==> config.mk <==
export PLATFORM = sky130hd
export DESIGN_NAME = irq_pending_unit_flat
export DESIGN_NICKNAME = d
export VERILOG_FILES = /design/src/rtl/irq_pending_if.sv /design/src/rtl/irq_pending_unit.sv /design/src/flat_wrapper.sv
export SDC_FILE = /design/constraint.sdc
export NUM_CORES = 1
export LEC_CHECK = 0
export CELL_PAD_IN_SITES_DETAIL_PLACEMENT = 1
export CELL_PAD_IN_SITES_GLOBAL_PLACEMENT = 2
export CORE_MARGIN = 3
export CORE_UTILIZATION = 31
export CTS_CLUSTER_SIZE = 28
export DETAILED_ROUTE_END_ITERATION = 12
export PLACE_DENSITY_LB_ADDON = 0.1
export SYNTH_ARGS = -nofsm -noshare
export SYNTH_HDL_FRONTEND = slang
export SYNTH_SLANG_ARGS = --single-unit
==> constraint.sdc <==
create_clock -name clk -period 3 [get_ports clk]
set_clock_uncertainty 0.1 [all_clocks]
set_input_delay 0.9 -clock clk [delete_from_list [all_inputs] [get_ports clk]]
set_output_delay 0.9 -clock clk [all_outputs]
set_load 0.01 [all_outputs]
==> src/rtl/irq_pending_if.sv <==
// Request/grant bundle between the pending unit and its driver/controller side.
`timescale 1ns/1ps
interface irq_pending_if #(
  parameter int unsigned NUM_TASKS = 4
);
  logic [NUM_TASKS-1:0] irq_raw;
  logic [NUM_TASKS-1:0] edge_mode;
  logic [NUM_TASKS-1:0] mask;
  logic [NUM_TASKS-1:0] grant;
  logic [NUM_TASKS-1:0] done;
  logic                 overflow_clr;
  logic [NUM_TASKS-1:0] pending;
  logic [NUM_TASKS-1:0] active;
  logic [NUM_TASKS-1:0] overflow;
  logic                 irq_any;

  modport master (
    output irq_raw, edge_mode, mask, grant, done, overflow_clr,
    input  pending, active, overflow, irq_any
  );

  modport slave (
    input  irq_raw, edge_mode, mask, grant, done, overflow_clr,
    output pending, active, overflow, irq_any
  );
endinterface

==> src/rtl/irq_pending_unit.sv <==
// Request front-end for priority_controller: sync, event detect, per-channel IDLE/PEND/ACT hold.
// Optional macro IRQ_REQUEUE_EN adds a 1-deep requeue slot per channel.
`timescale 1ns/1ps
module irq_pending_unit #(
  parameter int unsigned NUM_TASKS   = 4,
  parameter int unsigned SYNC_STAGES = 2
) (
  input  logic         clk,
  input  logic         rst_n,
  irq_pending_if.slave bus
);

  typedef enum logic [1:0] {
    ST_IDLE = 2'd0,
    ST_PEND = 2'd1,
    ST_ACT  = 2'd2
  } state_e;

  logic [NUM_TASKS-1:0] sync_q [SYNC_STAGES];
  logic [NUM_TASKS-1:0] prev_q;
  logic [NUM_TASKS-1:0] sync_s;
  logic [NUM_TASKS-1:0] ev;

  state_e               state_q [NUM_TASKS];
  state_e               state_d [NUM_TASKS];
  logic [NUM_TASKS-1:0] ovf_set;
  logic [NUM_TASKS-1:0] pending_q, pending_d;
  logic [NUM_TASKS-1:0] active_q, active_d;
  logic [NUM_TASKS-1:0] overflow_q, overflow_d;
  logic                 irq_any_q, irq_any_d;
`ifdef IRQ_REQUEUE_EN
  logic [NUM_TASKS-1:0] rq_q, rq_d;
`endif

  // Synchroniser chain plus one delayed sample for rising-edge detection
  always_ff @(posedge clk or negedge rst_n) begin
    if (!rst_n) begin
      for (int k = 0; k < int'(SYNC_STAGES); k++) sync_q[k] <= '0;
      prev_q <= '0;
    end else begin
      sync_q[0] <= bus.irq_raw;
      for (int k = 1; k < int'(SYNC_STAGES); k++) sync_q[k] <= sync_q[k-1];
      prev_q <= sync_q[SYNC_STAGES-1];
    end
  end

  assign sync_s = sync_q[SYNC_STAGES-1];
  assign ev     = sync_s & ~bus.mask & (~prev_q | ~bus.edge_mode);

  // Per-channel state registers and registered outputs
  always_ff @(posedge clk or negedge rst_n) begin
    if (!rst_n) begin
      for (int i = 0; i < int'(NUM_TASKS); i++) state_q[i] <= ST_IDLE;
      pending_q  <= '0;
      active_q   <= '0;
      overflow_q <= '0;
      irq_any_q  <= 1'b0;
`ifdef IRQ_REQUEUE_EN
      rq_q       <= '0;
`endif
    end else begin
      for (int i = 0; i < int'(NUM_TASKS); i++) state_q[i] <= state_d[i];
      pending_q  <= pending_d;
      active_q   <= active_d;
      overflow_q <= overflow_d;
      irq_any_q  <= irq_any_d;
`ifdef IRQ_REQUEUE_EN
      rq_q       <= rq_d;
`endif
    end
  end

  // Next-state, overflow and output decode; only edge-mode events count as lost
  always_comb begin
    ovf_set   = '0;
    pending_d = '0;
    active_d  = '0;
`ifdef IRQ_REQUEUE_EN
    rq_d      = rq_q;
`endif
    for (int i = 0; i < int'(NUM_TASKS); i++) begin
      state_d[i] = state_q[i];
      case (state_q[i])
        ST_IDLE: begin
          if (ev[i]) state_d[i] = ST_PEND;
        end
        ST_PEND: begin
          if (bus.grant[i] && !bus.mask[i]) state_d[i] = ST_ACT;
          if (ev[i] && bus.edge_mode[i]) ovf_set[i] = 1'b1;
        end
        ST_ACT: begin
          if (bus.done[i]) begin
`ifdef IRQ_REQUEUE_EN
            // A masked channel completing drops its queued request
            state_d[i] = (ev[i] || (rq_q[i] && !bus.mask[i])) ? ST_PEND : ST_IDLE;
            rq_d[i]    = 1'b0;
`else
            state_d[i] = ev[i] ? ST_PEND : ST_IDLE;
`endif
          end else if (ev[i] && bus.edge_mode[i]) begin
`ifdef IRQ_REQUEUE_EN
            if (!rq_q[i]) rq_d[i] = 1'b1;
            else          ovf_set[i] = 1'b1;
`else
            ovf_set[i] = 1'b1;
`endif
          end
        end
        default: state_d[i] = ST_IDLE;
      endcase
      pending_d[i] = ((state_d[i] == ST_PEND) && !bus.mask[i]) || (state_d[i] == ST_ACT);
      active_d[i]  = (state_d[i] == ST_ACT);
    end
    overflow_d = ovf_set | (overflow_q & ~{NUM_TASKS{bus.overflow_clr}});
    irq_any_d  = |pending_d;
  end

  assign bus.pending  = pending_q;
  assign bus.active   = active_q;
  assign bus.overflow = overflow_q;
  assign bus.irq_any  = irq_any_q;

endmodule

==> src/flat_wrapper.sv <==
// flat-port wrapper written by rule: the top's interface ports become plain ports
module irq_pending_unit_flat 
#(
  parameter int unsigned NUM_TASKS   = 4,
  parameter int unsigned SYNC_STAGES = 2
)
  (clk, rst_n, bus_irq_raw, bus_edge_mode, bus_mask, bus_grant, bus_done, bus_overflow_clr, bus_pending, bus_active, bus_overflow, bus_irq_any);
  irq_pending_if #(.NUM_TASKS(NUM_TASKS)) bus_i ();
  input  logic clk;
  input  logic rst_n;
  input wire logic [$bits(bus_i.irq_raw)-1:0] bus_irq_raw;
  input wire logic [$bits(bus_i.edge_mode)-1:0] bus_edge_mode;
  input wire logic [$bits(bus_i.mask)-1:0] bus_mask;
  input wire logic [$bits(bus_i.grant)-1:0] bus_grant;
  input wire logic [$bits(bus_i.done)-1:0] bus_done;
  input wire logic [$bits(bus_i.overflow_clr)-1:0] bus_overflow_clr;
  output wire logic [$bits(bus_i.pending)-1:0] bus_pending;
  output wire logic [$bits(bus_i.active)-1:0] bus_active;
  output wire logic [$bits(bus_i.overflow)-1:0] bus_overflow;
  output wire logic [$bits(bus_i.irq_any)-1:0] bus_irq_any;
  assign bus_i.irq_raw = bus_irq_raw;
  assign bus_i.edge_mode = bus_edge_mode;
  assign bus_i.mask = bus_mask;
  assign bus_i.grant = bus_grant;
  assign bus_i.done = bus_done;
  assign bus_i.overflow_clr = bus_overflow_clr;
  assign bus_pending = bus_i.pending;
  assign bus_active = bus_i.active;
  assign bus_overflow = bus_i.overflow;
  assign bus_irq_any = bus_i.irq_any;
  irq_pending_unit #(.NUM_TASKS(NUM_TASKS), .SYNC_STAGES(SYNC_STAGES)) u_core (.clk(clk), .rst_n(rst_n), .bus(bus_i));
endmodule
==> qor.yml <==
global_routing:
  grtUsageTotal_pct: 13.46
  antenna_found_initial: 0
  grt_pass1_wl_mm: 6.589
  grt_pass1_vias: 1443
  gr-total-overflow: 0
  grt_max_degree: 34
route:
  drc: 0
  wl_per_cell_um: 14.20
  antenna_left: 0
  via_per_inst: 4.751
  wl_mm: 3.707
  via_count: 1240
  first_pass_iters: 4
  dr.first_iter.drc_count: 33
worst_setup_path:
  r2r_start: "u_core.state_q[6]"
  r2r_setup_slack_ns: 0.69
  r2r_cells: 7
  max_stage_delay_ns: 0.51
  startpoint: "bus_edge_mode[3]"
  crit_chain: "clkdlybuf4s50_1 -> and2_1 -> a211oi_1 -> a311oi_2 -> or3_1 -> a21oi_1 -> or4_1"
  critical_path_buf_inv_count: 1
  worstPathRequired_ns: 3.05
  start_kind: "input pin"
  worstPathArrival_ns: 2.71
  cpMaxStageDelayCell: "or4_1"
  worstReg2RegEnd: "u_core.bus.irq_any"
  cp-endpoint: "u_core.bus.irq_any"
  worst-path-max-fanout: 3
  worstSetupPathType: "in2reg"
  path_depth: 7
  cp_top_family: "simple AND/OR/NAND/NOR gates"
  end_kind: "flop"
finish:
  register_area_um2: 825.8
  nFillCells: 552
  syn2layout_area_growth_pct: 34.16
  drive_above_1_share_pct: 10.82
  multi_input_area_um2: 718.2
  num_antenna_cells: 0
  finalNetCount: 232
cts:
  path_clk_slew_ns: 0.07
  worst_skew_pair.late_latency_ns: 0.28
  htreeDepth: 2
  clock-root-buffer: "clkbuf_8"
  ctsLongestPathBuffers: 2
  cts_buffers: 5
  cts_setup_buffers: 0
  post_cts_resize_count: 0
  cts_sinks: 33
  tritoncts: "done"
  postCtsHoldBufs: 0
power_and_ir_drop:
  p_total_w: 0.001707
  power.leakage_nw: 0.9854
  vdd_drop_max_uv: 348.0
  cellPowerDensity_nw_per_um2: 789.4
worst_hold_path:
  worstHoldPathType: "reg2reg"
timing:
  finalHoldViolCount: 0
  max_freq_mhz: 376.4
  holdWs_ns: 0.2538
  fin_tns_setup_ns: 0
  rsz0062_at_grt: "no"
  worst_pin_slew_ns: 0.4215
  finalSetupViolCount: 0
  drv_slew: 0
  fin_crit_ns: 2.657
  maxSlewHeadroom_pct: 71.90
  finalCritPeriodShare_pct: 88.55
die:
  ios: 36
  die-area_um2: 6100
  die_w_um: 78.10
  start_util_pct: 33.03
  row_count: 25
  die_h_um: 78.10
  core_um2: 4880
placement:
  portBuffers: 35
  hpwl_mm: 2.776
  routabilityCongestion: 0.8286
synth:
  synth_nets: 188
  yosys_warnings: 0
  synth_top_area_cell: "dfrtp_1"
  syn_inst: 149
  ys_ff_latch: 33
  syn_area_um2: 1612
  synth_area_leaders: "dfrtp_1 (51%), ha_1 (12%), inv_1 (3.7%)"
  yosysUniqueCellTypes: 32
  synth_top_area_share_pct: 51.24
  seq_area_frac_synth_pct: 51.24
  syn_area_per_cell_um2: 10.82
outcome:
  status: "finished, final reports clean"
job:
  max-cap-violations: 0
[layout by cell type (no fill, tap or decap), drive strengths merged]
| master | count |
|---|---|
| clkdlybuf4s50 | 35 |
| dfrtp | 33 |
| inv | 18 |
| ha | 16 |
| nand2 | 11 |
| o21ai | 9 |
| nor2 | 7 |
| clkbuf | 7 |
| a21oi | 6 |
| nor2b | 6 |
| nand2b | 5 |
| a31oi | 5 |
| nand3 | 5 |
| and3 | 5 |
| and2 | 4 |
| o32ai | 2 |
| o41ai | 2 |
| o2111ai | 2 |
| or3 | 2 |
| nor3 | 2 |
| nor3b | 2 |
| buf | 2 |
| mux2 | 2 |
| a211oi | 1 |
| o22ai | 1 |
| a311oi | 1 |
| a211o | 1 |
| or4 | 1 |
| clkinv | 1 |
[Yosys cell counts, drive strengths merged]
master and count:
a21oi 6, or4 1, nand3 5, nand2 11, dfrtp 33, or3 2, o22ai 1, nor3 2
o41ai 2, a311oi 1, mux2 2, o21ai 9, o2111ai 2, a211oi 1, inv 18, and2 4
and3 5, nand2b 5, o32ai 2, nor3b 2, a31oi 5, nor2b 6, a211o 1, ha 16
nor2 7
[worst reg2reg max path, stage by stage, from the launching register on]
cell and delay [ns]:
dfrtp_1 0.43, inv_1 0.09, ha_1 0.22, nor2b_4 0.14
o21ai_0 0.25, nand3_1 0.17, mux2_4 0.33, or4_1 0.47
[final cells by class]
| type | count | area share (%) |
|---|---|---|
| Timing Repair Buffer | 37 | 16.90 |
| Inverter | 18 | 3.125 |
| Tap cell | 67 | 3.877 |
| Multi-Input combinational cell | 98 | 33.22 |
| Clock inverter | 1 | 0.2315 |
| Clock buffer | 7 | 4.456 |
| Sequential cell | 33 | 38.19 |
[logic make-up (layout without fill, tap and decap cells)]
kind of cell | count (synthesis) | after routing | share of synthesized area (%)
AND/OR/NAND/NOR | 50 | 50 | 17.16
multiplexers | 2 | 2 | 1.630
adder cells (fa/ha/maj) | 16 | 16 | 12.42
flip-flops | 33 | 33 | 51.24
buffers and inverters | 18 | 63 | 4.193
AO/OA/AOI/OAI | 30 | 30 | 13.35
[worst min path at each step]
stage / start / to / slack (ns) / cells past startpoint
floorplan: u_core.sync_q[4] / u_core.sync_s[0] / 0.23 / 0
global placement: u_core.sync_q[5] / u_core.sync_s[1] / 0.23 / 0
detailed placement: u_core.sync_q[4] / u_core.sync_s[0] / 0.24 / 0
CTS: u_core.sync_q[6] / u_core.sync_s[2] / 0.26 / 0
global route: u_core.sync_q[6] / u_core.sync_s[2] / 0.26 / 0
finish: u_core.sync_q[4] / u_core.sync_s[0] / 0.25 / 0
[sequential cells by signal (all words and copies together), names as in the netlist]
| name | flops |
|---|---|
| u_core.state_q | 8 |
| u_core.prev_q | 4 |
| u_core.bus.pending | 4 |
| u_core.bus.irq_any | 1 |
| u_core.sync_s | 4 |
| u_core.bus.overflow | 4 |
| u_core.bus.active | 4 |
| u_core.sync_q | 4 |
[power by group]
group          leakage (nW)  switching, W  internal [W]
logic                 0.514      0.000363      0.000344
registers             0.417     0.0000809      0.000550
clock network        0.0542      0.000161      0.000207
[layer usage]
metal	wire [µm]	track usage (%)
met1	1609	15.66
met2	1859	23.46
met3	200	4.358
met4	38	4.196
met5	0	0
[per-stage QoR]
stage	setup WS (ns)	instance area (µm²)	instances	utilization [%]
after floorplan	0.6767	1612	149	-
after global placement	0.1060	2061	253	42.23
after detailed placement	0.06303	2061	253	42.23
after CTS	0.3263	2162	261	44.31
after global routing	0.2196	2162	261	44.31
final	0.3434	2162	261	44.31
Power figures use the tool's default switching activity.
==> RTL change, RTL diff (config.mk and constraints unchanged) <==
`NUM_TASKS` is set to 4 in 3 places; all go to 2.
--- a/src/rtl/irq_pending_if.sv
+++ b/src/rtl/irq_pending_if.sv
@@ -1,7 +1,7 @@
 // Request/grant bundle between the pending unit and its driver/controller side.
 `timescale 1ns/1ps
 interface irq_pending_if #(
-  parameter int unsigned NUM_TASKS = 4
+  parameter int unsigned NUM_TASKS = 2
 );
   logic [NUM_TASKS-1:0] irq_raw;
   logic [NUM_TASKS-1:0] edge_mode;
--- a/src/rtl/irq_pending_unit.sv
+++ b/src/rtl/irq_pending_unit.sv
@@ -2,7 +2,7 @@
 // Optional macro IRQ_REQUEUE_EN adds a 1-deep requeue slot per channel.
 `timescale 1ns/1ps
 module irq_pending_unit #(
-  parameter int unsigned NUM_TASKS   = 4,
+  parameter int unsigned NUM_TASKS   = 2,
   parameter int unsigned SYNC_STAGES = 2
 ) (
   input  logic         clk,
--- a/src/flat_wrapper.sv
+++ b/src/flat_wrapper.sv
@@ -1,7 +1,7 @@
 // flat-port wrapper written by rule: the top's interface ports become plain ports
 module irq_pending_unit_flat 
 #(
-  parameter int unsigned NUM_TASKS   = 4,
+  parameter int unsigned NUM_TASKS   = 2,
   parameter int unsigned SYNC_STAGES = 2
 )
   (clk, rst_n, bus_irq_raw, bus_edge_mode, bus_mask, bus_grant, bus_done, bus_overflow_clr, bus_pending, bus_active, bus_overflow, bus_irq_any);
Ports: changed (8 resized); port bits go from 36 to 20. No check against the original RTL was run, so the function may have changed too.
==> RTL change against the original RTL <==
Utilization is 0.85 points lower; via count is 50% lower; critical path depth is 1 lower; total power is 50% lower; global-route usage is 1.9 points lower; wire length is 52% lower; count of clock-buffer cells in the layout is 3 lower; design area is 49% lower; clock power is 67% lower; setup slack better by 0.30 ns; sequential cell count is 16 lower; area after synthesis is 47% lower; non-clock buffer count is 18 lower; critical endpoint unchanged; largest cell class unchanged; highest routed layer is now met3.
==> RTL change: results (changes against the original RTL) <==
----------------------------------------------------
[Logic synthesis]
  Sequential-to-total area share from yosys stat ... 0.499 (was 0.512)
  Fraction of the mapped netlist area in compound gates ... 0.141 (was 0.134)
  Mux cell area share after synthesis ... 0 (was 0.0163)
  Unique masters post-synth ... 28 (was 32)
  Syn Nets ... 98 (was 188)
  List of most frequent post-synthesis cells ... sky130_fd_sc_hd__dfrtp_1, sky130_fd_sc_hd__inv_1, sky130_fd_sc_hd__ha_1, sky130_fd_sc_hd__nand2_1, sky130_fd_sc_hd__nor2_1 (was sky130_fd_sc_hd__dfrtp_1, sky130_fd_sc_hd__ha_1, sky130_fd_sc_hd__inv_1, sky130_fd_sc_hd__nand2_1, sky130_fd_sc_hd__nor2_1)
  Arithmetic-cell share of the synthesized area counting full adders, half adders and majority gates ... 0.117 (was 0.124)
  Mapped Avg Cell Area ... 11.1 um^2 (was 10.8 um^2)

[Global route]
  Via count of the first global-routing pass ... 679 (was 1443)
  Global-route track usage on met2 ... 0.169 (was 0.235)
  Total global-route track usage ... 0.115 (was 0.135)
  Maximum number of pins on one net before global-route repair ... 18 (was 34)
  Global routing usage on met1 ... 0.163 (was 0.157)
  First-pass GRT wire length ... 2.97 mm (was 6.59 mm)
  Grt met3 use ... 0.0373 (was 0.0436)

[Finish]
  Flip-flop count of the largest register after layout ... 4 (was 8)
  Non-Clock Buffer Count ... 19 (was 37)
  Total Nets Final ... 122 (was 232)
  Layout clock buffer count ... 4 (was 7)
  Non-clock inverters ... 9 (was 18)
  Fill cell count ... 295 (was 552)
  Clock network area share ... 0.0238 (was 0.0469)
  Storage element area ... 425 um^2 (was 826 um^2)
  Proportion of layout cells with a drive suffix above 1 ... 0.100 (was 0.108)

[Worst setup path]
  Maximum single-stage delay on the critical path ... 0.48 ns (was 0.51 ns)
  Source of the worst register-to-register timing path ... u_core.state_q[2]$_DFF_PN0_ (was u_core.state_q[6]$_DFF_PN0_)
  Worst reg2reg setup slack ... 1.04 ns (was 0.69 ns)
  Arrival time of the worst setup path ... 2.48 ns (was 2.71 ns)
  Worst setup path startpoint ... bus_mask[0] (was bus_edge_mode[3])

[Drt]
  Total Routed Length ... 1.78 mm (was 3.71 mm)
  Total via count after detailed routing ... 623 (was 1240)
  Initial detailed-routing violation count ... 9 (was 33)
  Post-detailed-route via-to-cell ratio ... 4.79 (was 4.75)

[Clock network]
  Number of H-tree branching levels ... 1 (was 2)
  Clock-pin slew on the worst setup and hold paths ... 0.10 ns (was 0.07 ns)

[Place]
  Total instance count after detailed placement ... 126 (was 253)
  Sum of net half-perimeters after detailed placement ... 1.41 mm (was 2.78 mm)
  Final estimated routing congestion in global placement ... 0.756 (was 0.829)
  Number of buffer cells added on primary ports ... 19 (was 35)

[STA]
  Transition time at the pin with the least slew margin ... 0.745 ns (was 0.422 ns)

[Pwr]
  Max rail drop VDD ... 0.450 mV (was 0.348 mV)
  Static Leakage ... 0.499 nW (was 0.985 nW)

[Run status]
  Status ... finished clean (unchanged)

----------------------------------------------------
RTL change: cell count changes after synthesis, moves of 3 or more:
cell	delta
sky130_fd_sc_hd__o21ai_0	-5
sky130_fd_sc_hd__a21oi_1	-5
sky130_fd_sc_hd__dfrtp_1	-16
sky130_fd_sc_hd__and3_1	-4
sky130_fd_sc_hd__a31oi_1	-3
sky130_fd_sc_hd__ha_1	-8
sky130_fd_sc_hd__nand2_1	-6
sky130_fd_sc_hd__inv_1	-7
RTL change: kinds of logic (layout without fill, tap and decap cells):
group | after synthesis | in the layout
fa+ha+maj | 8 | 8
simple gates | 30 | 30
buf+inv | 9 | 32
compound gates | 13 | 13
flops | 17 | 17
RTL change: stage by stage:
stage                util  cell area (um^2)  setup WS, ns  total power, W
detailed placement  0.424              1080         0.325        0.000736
global route        0.435              1110         0.552        0.000925
floorplan               -               852          1.01        0.000587
CTS                 0.435              1110         0.632        0.000862
finish              0.435              1110         0.639        0.000849
global placement    0.424              1080         0.333        0.000732
RTL change: worst reg2reg max path, cell delays in order, from the launching register on:
cell,delay [ns]
sky130_fd_sc_hd__dfrtp_1,0.44
sky130_fd_sc_hd__inv_1,0.09
sky130_fd_sc_hd__ha_1,0.25
sky130_fd_sc_hd__or2_2,0.28
sky130_fd_sc_hd__a31oi_1,0.28
sky130_fd_sc_hd__o31ai_4,0.10
sky130_fd_sc_hd__and2b_1,0.25
sky130_fd_sc_hd__nand4b_1,0.12
RTL change: power breakdown:
part	internal, W	switching, W	total [W]
clock network	0.0000516	0.0000682	0.000120
registers	0.000286	0.0000392	0.000326
logic	0.000199	0.000204	0.000403
total	0.000537	0.000312	0.000849
RTL change: layer usage:
metal / part of all wire / routed length, um / up-vias
li1: - / - / 311
met1: 0.48 / 862 / 295
met2: 0.45 / 800 / 17
met3: 0.066 / 118 / 0
met4: 0 / 0 / 0
met5: 0 / 0 / -
RTL change: worst min-delay path by stage:
stage / depth (start not counted) / startpoint / slack (ns) / end
after global placement: 0 / u_core.sync_q[3]$_DFF_PN0_ / 0.24 / u_core.sync_s[1]$_DFF_PN0_
after detailed placement: 0 / u_core.sync_q[3]$_DFF_PN0_ / 0.24 / u_core.sync_s[1]$_DFF_PN0_
final: 0 / u_core.sync_q[3]$_DFF_PN0_ / 0.26 / u_core.sync_s[1]$_DFF_PN0_
after CTS: 0 / u_core.sync_q[3]$_DFF_PN0_ / 0.26 / u_core.sync_s[1]$_DFF_PN0_
after global routing: 0 / u_core.sync_q[3]$_DFF_PN0_ / 0.28 / u_core.sync_s[1]$_DFF_PN0_
after floorplan: 0 / u_core.sync_q[2]$_DFF_PN0_ / 0.23 / u_core.sync_s[0]$_DFF_PN0_
